<file path="config.mk">
export PLATFORM = sky130hd
export DESIGN_NAME = ysyx_23060229_ifu
export DESIGN_NICKNAME = d
export VERILOG_FILES = /design/src/rtl/ysyx_23060229_ifu_pkg.sv /design/src/rtl/ysyx_23060229_ifu.sv
export SDC_FILE = /design/constraint.sdc
export NUM_CORES = 1
export LEC_CHECK = 0
export CORE_ASPECT_RATIO = 0.75
export CORE_UTILIZATION = 47
export DETAILED_ROUTE_END_ITERATION = 8
export PLACE_DENSITY = 0.85
export SLEW_MARGIN = 20
export SYNTH_ARGS = -nofsm -noshare
export SYNTH_HDL_FRONTEND = slang
export SYNTH_SLANG_ARGS = --single-unit
</file>
<file path="constraint.sdc">
create_clock -name clk -period 5.38 [get_ports clk]
set_clock_uncertainty 0.1 [all_clocks]
set_input_delay 0.538 -clock clk [delete_from_list [all_inputs] [get_ports clk]]
set_output_delay 0.538 -clock clk [all_outputs]
set_load 0.05 [all_outputs]
</file>
<file path="src/rtl/ysyx_23060229_ifu_pkg.sv">
// rtl/ysyx_23060229_ifu_pkg.sv - shared constants for the instruction fetch unit
package ysyx_23060229_ifu_pkg;

  localparam int          IFU_XLEN               = 32;
  localparam logic [31:0] ysyx_23060229_RESET_PC = 32'h8000_0000;

  typedef logic [1:0] ifu_state_t;

  localparam ifu_state_t IFU_REQ  = 2'd0;
  localparam ifu_state_t IFU_WAIT = 2'd1;
  localparam ifu_state_t IFU_FULL = 2'd2;

endpackage

</file>
<file path="src/rtl/ysyx_23060229_ifu.sv">
// rtl/ysyx_23060229_ifu.sv - single-outstanding fetch unit with a one-entry instruction slot
module ysyx_23060229_ifu
  import ysyx_23060229_ifu_pkg::*;
#(
  parameter logic [31:0] RESET_PC = ysyx_23060229_RESET_PC,
  parameter int          XLEN     = IFU_XLEN
) (
  input  logic            clk,
  input  logic            rst,
  output logic            imem_req_valid,
  input  logic            imem_req_ready,
  output logic [XLEN-1:0] imem_req_addr,
  input  logic            imem_rsp_valid,
  input  logic [XLEN-1:0] imem_rsp_data,
  input  logic            imem_rsp_err,
  output logic            inst_valid,
  input  logic            inst_ready,
  output logic [XLEN-1:0] inst,
  output logic [XLEN-1:0] inst_pc,
  output logic            inst_err,
  input  logic            redir_valid,
  input  logic [XLEN-1:0] redir_pc
);

  ifu_state_t      state_q, state_d;
  logic [XLEN-1:0] pc_q, pc_d;
  logic            drop_q, drop_d;
  logic            req_valid_q, req_valid_d;
  logic            inst_valid_q, inst_valid_d;
  logic [XLEN-1:0] inst_q, inst_d;
  logic [XLEN-1:0] inst_pc_q, inst_pc_d;
  logic            inst_err_q, inst_err_d;
  logic            req_fire;

  assign req_fire       = req_valid_q & imem_req_ready;
  assign imem_req_valid = req_valid_q;
  assign imem_req_addr  = pc_q;
  assign inst_valid     = inst_valid_q;
  assign inst           = inst_q;
  assign inst_pc        = inst_pc_q;
  assign inst_err       = inst_err_q;

  always_comb begin
    state_d      = state_q;
    pc_d         = pc_q;
    drop_d       = drop_q;
    inst_valid_d = inst_valid_q;
    inst_d       = inst_q;
    inst_pc_d    = inst_pc_q;
    inst_err_d   = inst_err_q;

    if (redir_valid) begin
      // A redirect squashes the slot and marks any in-flight response as stale.
      pc_d         = {redir_pc[XLEN-1:2], 2'b00};
      inst_valid_d = 1'b0;
      case (state_q)
        IFU_REQ: begin
          if (req_fire) begin
            state_d = IFU_WAIT;
            drop_d  = 1'b1;
          end else begin
            state_d = IFU_REQ;
          end
        end
        IFU_WAIT: begin
          if (imem_rsp_valid) begin
            state_d = IFU_REQ;
            drop_d  = 1'b0;
          end else begin
            state_d = IFU_WAIT;
            drop_d  = 1'b1;
          end
        end
        default: state_d = IFU_REQ;
      endcase
    end else begin
      case (state_q)
        IFU_REQ: begin
          if (req_fire) state_d = IFU_WAIT;
        end
        IFU_WAIT: begin
          if (imem_rsp_valid) begin
            if (drop_q) begin
              drop_d  = 1'b0;
              state_d = IFU_REQ;
            end else begin
              inst_d       = imem_rsp_data;
              inst_pc_d    = pc_q;
              inst_err_d   = imem_rsp_err;
              inst_valid_d = 1'b1;
              state_d      = IFU_FULL;
            end
          end
        end
        IFU_FULL: begin
          if (inst_ready) begin
            inst_valid_d = 1'b0;
            pc_d         = pc_q + XLEN'(4);
            state_d      = IFU_REQ;
          end
        end
        default: state_d = IFU_REQ;
      endcase
    end

    // Registered request valid keeps the request low for the first cycle out of reset.
    req_valid_d = (state_d == IFU_REQ);
  end

  always_ff @(posedge clk or negedge rst) begin
    if (!rst) begin
      state_q      <= IFU_REQ;
      pc_q         <= RESET_PC[XLEN-1:0];
      drop_q       <= 1'b0;
      req_valid_q  <= 1'b0;
      inst_valid_q <= 1'b0;
      inst_q       <= '0;
      inst_pc_q    <= '0;
      inst_err_q   <= 1'b0;
    end else begin
      state_q      <= state_d;
      pc_q         <= pc_d;
      drop_q       <= drop_d;
      req_valid_q  <= req_valid_d;
      inst_valid_q <= inst_valid_d;
      inst_q       <= inst_d;
      inst_pc_q    <= inst_pc_d;
      inst_err_q   <= inst_err_d;
    end
  end

endmodule

</file>
Yosys cells after proc, flatten, opt, wreduce, memory -nomap -nowiden
Cells that the tools add are included.
{ "word_totals": {"word_cells": 53, "regBits": 102, "output_inout_bits": 99, "input_bits": 71} }
{ "classes": {"bitwise_logic": 3, "n_addsub": 1, "mux": 23, "reduce_logical": 12, "eq_ne": 6} }
{ "ops": {"columns": ["op", "count"], "rows": [
  ["$mux 32", 3],
  ["$add 32x3->32 const B", 1],
  ["$ne 3x3->1 const B", 4],
  ["$reduce_and 4->1", 3],
  ["$mux 1", 11],
  ["$mux 2", 5],
  ["$reduce_bool 2->1", 5],
  ["$pmux 2 s3", 1],
  ["$logic_not 2->1", 2],
  ["$pmux 1 s2", 2],
  ["$pmux 2 s2", 1],
  ["$reduce_bool 3->1", 1],
  ["$eq 2x1->1 const B", 1],
  ["$eq 2x2->1 const B", 1],
  ["$not 1->1", 2],
  ["$reduce_and 2->1", 1],
  ["$and 1x1->1", 1]
]} }

Logic depth before layout (Yosys ltp)
{ "logic_depth": {"depth_word": 5, "depth_mapped": 7, "ltp_nobuf": 5} }

Worst setup path after synthesis
Ideal clock, no wire load.
{ "synth_path": {"path_type": "register to register", "startpoint": "register pc_q[11], in the netlist imem_req_addr[11]", "endpoint": "register pc_q[27], in the netlist imem_req_addr[27]", "n_path_buf": 1, "setup_slack_ns": 3.043, "setup_ns": 0.082, "stages_incl_launch_ff": 6, "synth_period_minus_slack_ns": 2.337, "arrival_time_ns": 2.155, "t_required_ns": 5.198, "cell_sequence": "dfrtp_1 > nand3_1 > or4_1 > buf_2 > or4_1 > a31oi_1"} }
{ "synth_between": {"elab_chain_len": 4} }
{ "synth_lines": {"columns": ["item", "line", "rtl"], "rows": [
  ["start: declaration", "ysyx_23060229_ifu.sv:26", "logic [XLEN-1:0] pc_q, pc_d;"],
  ["start signal: assignment", "ysyx_23060229_ifu.sv:113", "pc_q <= RESET_PC[XLEN-1:0];"],
  ["start signal: assignment", "ysyx_23060229_ifu.sv:122", "pc_q <= pc_d;"],
  ["$add 32x3->32", "ysyx_23060229_ifu.sv:98", "pc_d = pc_q + XLEN'(4);"],
  ["$mux 32", "ysyx_23060229_ifu.sv:96", "if (inst_ready) begin"],
  ["$mux 32", "ysyx_23060229_ifu.sv:77", "case (state_q)"],
  ["$mux 32", "ysyx_23060229_ifu.sv:52", "if (redir_valid) begin"]
]} }
Every way passes these cells. The select of a mux whose other input is x is not followed.
A chain may end at the register's enable or synchronous reset.

Worst setup path after layout
{ "layout_path": {"startpoint": "input redir_valid", "endpoint": "register inst_q[27], in the netlist inst[27]"} }
{ "layout_between": {"elab_chain_len": 2} }
{ "layout_lines": {"columns": ["item", "line", "rtl"], "rows": [
  ["start: declaration", "ysyx_23060229_ifu.sv:21", "input logic redir_valid,"],
  ["$not 1->1 (no line)", null, null],
  ["$reduce_and 4->1 (no line)", null, null],
  ["end signal: assignment", "ysyx_23060229_ifu.sv:126", "inst_q <= inst_d;"],
  ["end: declaration", "ysyx_23060229_ifu.sv:30", "logic [XLEN-1:0] inst_q, inst_d;"]
]} }
Every way passes these cells.

==> key figures <==
Outcome
  • Result of the run: completed

GRT
  • GRT overflow: 0
  • Vias in the first global route: 3326
  • Pin count of the biggest net entering global routing: 61
  • Initial antenna violation count: 0
  • First-pass GRT wire length: 16800 µm
  • Aggregate global-route resource usage: 22.3%

CTS
  • Clock Path Buffers: 2
  • Cts repair resizes: 0
  • Reg clk slew, reported paths: 0.07 ns
  • Sink Count: 98
  • H-tree Lvls: 3
  • Hold-fix buffers, CTS: 0
  • CTS tree: yes
  • Post-CTS setup repair buffer count: 0
  • Root Buffer: clkbuf_16
  • Clock latency on the worst-skew pair: 0.34 ns
  • CTS buffer count: 9

Setup path
  • RR Endpoint: inst[27]
  • Slowest stage delay, CP: 0.79 ns
  • Crit Path Max Fanout: 41
  • Reg2Reg Launch Point: state_q[1]
  • CP most frequent cell: buf_4
  • R2r setup slk: 2.87 ns
  • Critical path required time: 5.50 ns
  • Critical path class: input pin to flip-flop
  • CP Capture Type: flip-flop
  • Nature of the critical path startpoint: input pin
  • Worst path slowest cell: or3_2
  • Reg2reg path depth: 4
  • Worst EP arrival: 2.93 ns
  • Worst path cell trace: clkdlybuf4s50_1, buf_4, or3_2, buf_4, mux2_2

STA
  • Slew margin rel.: 38.4%
  • Setup_tns: 0 ns
  • Setup Viol. Count Final: 0
  • Hold slack: 0.0622 ns
  • Endpoints failing hold: 0
  • Least-Margin Pin Slew: 0.924 ns
  • Pins Over Slew Limit: 0
  • Achievable Freq: 356 MHz
  • Fin crit period: 2.81 ns
  • Setup repair after global routing missed its margin: no
  • Final period util: 52.2%

Job
  • Max-cap viol count: 0

Synth
  • Total number of yosys warnings: 0
  • Ys async rst share: 100%
  • Number of flops mapped to enable cells by yosys: 0
  • Syn_area_per_cell: 11.8 µm²
  • Leading area contributor after synthesis: dfrtp_1
  • Most used DFF post-synth: dfrtp_1
  • Count leader, synth: dfrtp_1
  • Sequential-to-total area share from yosys stat: 56.4%
  • Synthesized area: 4350 µm²
  • Synth cell count leaders: dfrtp_1, mux2_2, nand2_1
  • Netlist cell types: 40
  • Synth Register Bits: 98
  • Mapped Cells: 370
  • Share of the synthesized area in the top cell type: 55.8%
  • Synth area leaders: dfrtp_1, mux2_2, o21ai_0

Pwr
  • Worst VDD drop: 0.352 mV
  • Comb power frac: 51.1%
  • Pwr per Cell Area: 582 nW/µm²
  • Clock Power Share: 17.2%
  • NetSw: 0.00164 W
  • LEAKAGE: 2.57 nW
  • Reg power frac: 31.7%
  • Sw frac: 44.4%
  • Tot Pwr: 0.00369 W
  • Cell internal pwr: 0.00205 W

Route
  • DRC: 0
  • WL/cell: 16.6 µm
  • Antenna Nets Post-Route: 0
  • Detailed Route Iter0 Violations: 167
  • Drt first pass iters: 4
  • Final WL: 10700 µm
  • Via count: 3453
  • Via-to-Cell Ratio: 5.37

Die
  • Die Width: 113 µm
  • Number of cell rows: 30
  • Core area: 9010 µm²
  • Initial Utilization: 48.3%
  • Die area: 9650 µm²
  • Io pins: 170
  • Die height: 85.3 µm

Layout
  • Ant. Diodes: 0
  • P&R area growth vs syn: 45.7%
  • FILL cells: 678
  • Layout cell share with drive strength beyond 1: 16.2%
  • Total Nets Final: 598

Placed design
  • Gpl congestion: 0.822
  • Post-DP HPWL: 7720 µm
  • Input/output buffers: 163

Hold path
  • Hold Crit Class: input pin to async pin
==> cells in the final DEF, fill, tap and decap left out, types with 5 or more instances in the layout <==
cell type,synthesis,layout
a31oi_1,17,17
buf_4,4,5
clkbuf_16,0,9
clkdlybuf4s50_1,0,162
dfrtp_1,97,97
mux2_2,62,62
nand2_1,29,29
nand3_1,10,10
nand4_1,9,9
nor2_1,20,20
o21ai_0,23,23
o31ai_1,8,8
or3_1,10,9
or4_1,11,11
xor2_1,7,7
==> metrics by stage <==
stage / area [µm²] / worst slack (ns) / utilization, % / std cells
after CTS: 6340 / 2.55 / 70.4 / 643
final: 6340 / 2.57 / 70.4 / 643
after detailed placement: 6050 / 2.19 / 67.1 / 627
after global placement: 6050 / 2.27 / 67.1 / 627
after floorplan: 4360 / 3.04 / - / 373
after global routing: 6340 / 2.42 / 70.4 / 643
==> worst max-delay path by stage <==
stage                       from                end  slack (ns)  depth (start not counted)
2_1_floorplan  imem_req_addr[11]  imem_req_addr[27]        3.04                          5
3_3_place_gp         redir_valid            inst[8]        2.27                          5
3_5_place_dp         redir_valid           inst[27]        2.19                          5
4_1_cts              redir_valid           inst[27]        2.55                          5
5_1_grt              redir_valid           inst[27]        2.42                          5
6_report             redir_valid           inst[27]        2.57                          5
==> cells by family after synthesis <==
logic type / count (synthesis) / synth area share, %
buffers and inverters: 28 / 2.96
flip-flops: 98 / 56.4
AND/OR/NAND/NOR: 113 / 14.2
AO/OA/AOI/OAI: 55 / 7.56
other: 1 / 0.0862
adder cells (fa/ha/maj): 1 / 0.287
multiplexers: 63 / 16.3
XOR/XNOR: 11 / 2.21
==> power by group through the flow <==
stage / clock network [W] / logic (W) / registers, W
5_1_grt: 0.000679 / 0.00195 / 0.00121
2_1_floorplan: 0 / 0.000326 / 0.00207
3_5_place_dp: 0 / 0.00189 / 0.00119
6_report: 0.000635 / 0.00189 / 0.00117
3_3_place_gp: 0 / 0.00186 / 0.00116
4_1_cts: 0.000647 / 0.00190 / 0.00118
==> layout make-up <==
class                   instances  area (µm²)  area share, %
inverters                       3        11.3          0.178
multi-input cells             247        1780           28.1
clock buffers                  10         229           3.61
clock inverters                 6        67.6           1.07
repair buffers                167        1660           26.2
flip-flops and latches         98        2450           38.7
well taps                     112         140           2.21
==> flip-flops by register name, indices dropped and copies added (netlist names) <==
name,count
inst_pc,30
state_q,2
drop_q,1
inst,32
imem_req_addr,30
imem_req_valid,1
inst_err,1
inst_valid,1
==> worst max-delay path, delay by kind of cell <==
family / cells / cell delay (ns)
AND/OR/NAND/NOR: 1 / 0.79
multiplexers: 1 / 0.39
buffers and inverters: 3 / 1.17
==> metal layers <==
metal	vias up	share of wire, %	track usage (%)
met2	132	47	36.3
met4	0	1.1	6.46
met3	12	6.5	6.00
met5	-	0	0
met1	1650	46	29.4
li1	1659	-	-
Power figures use the tool's default switching activity.
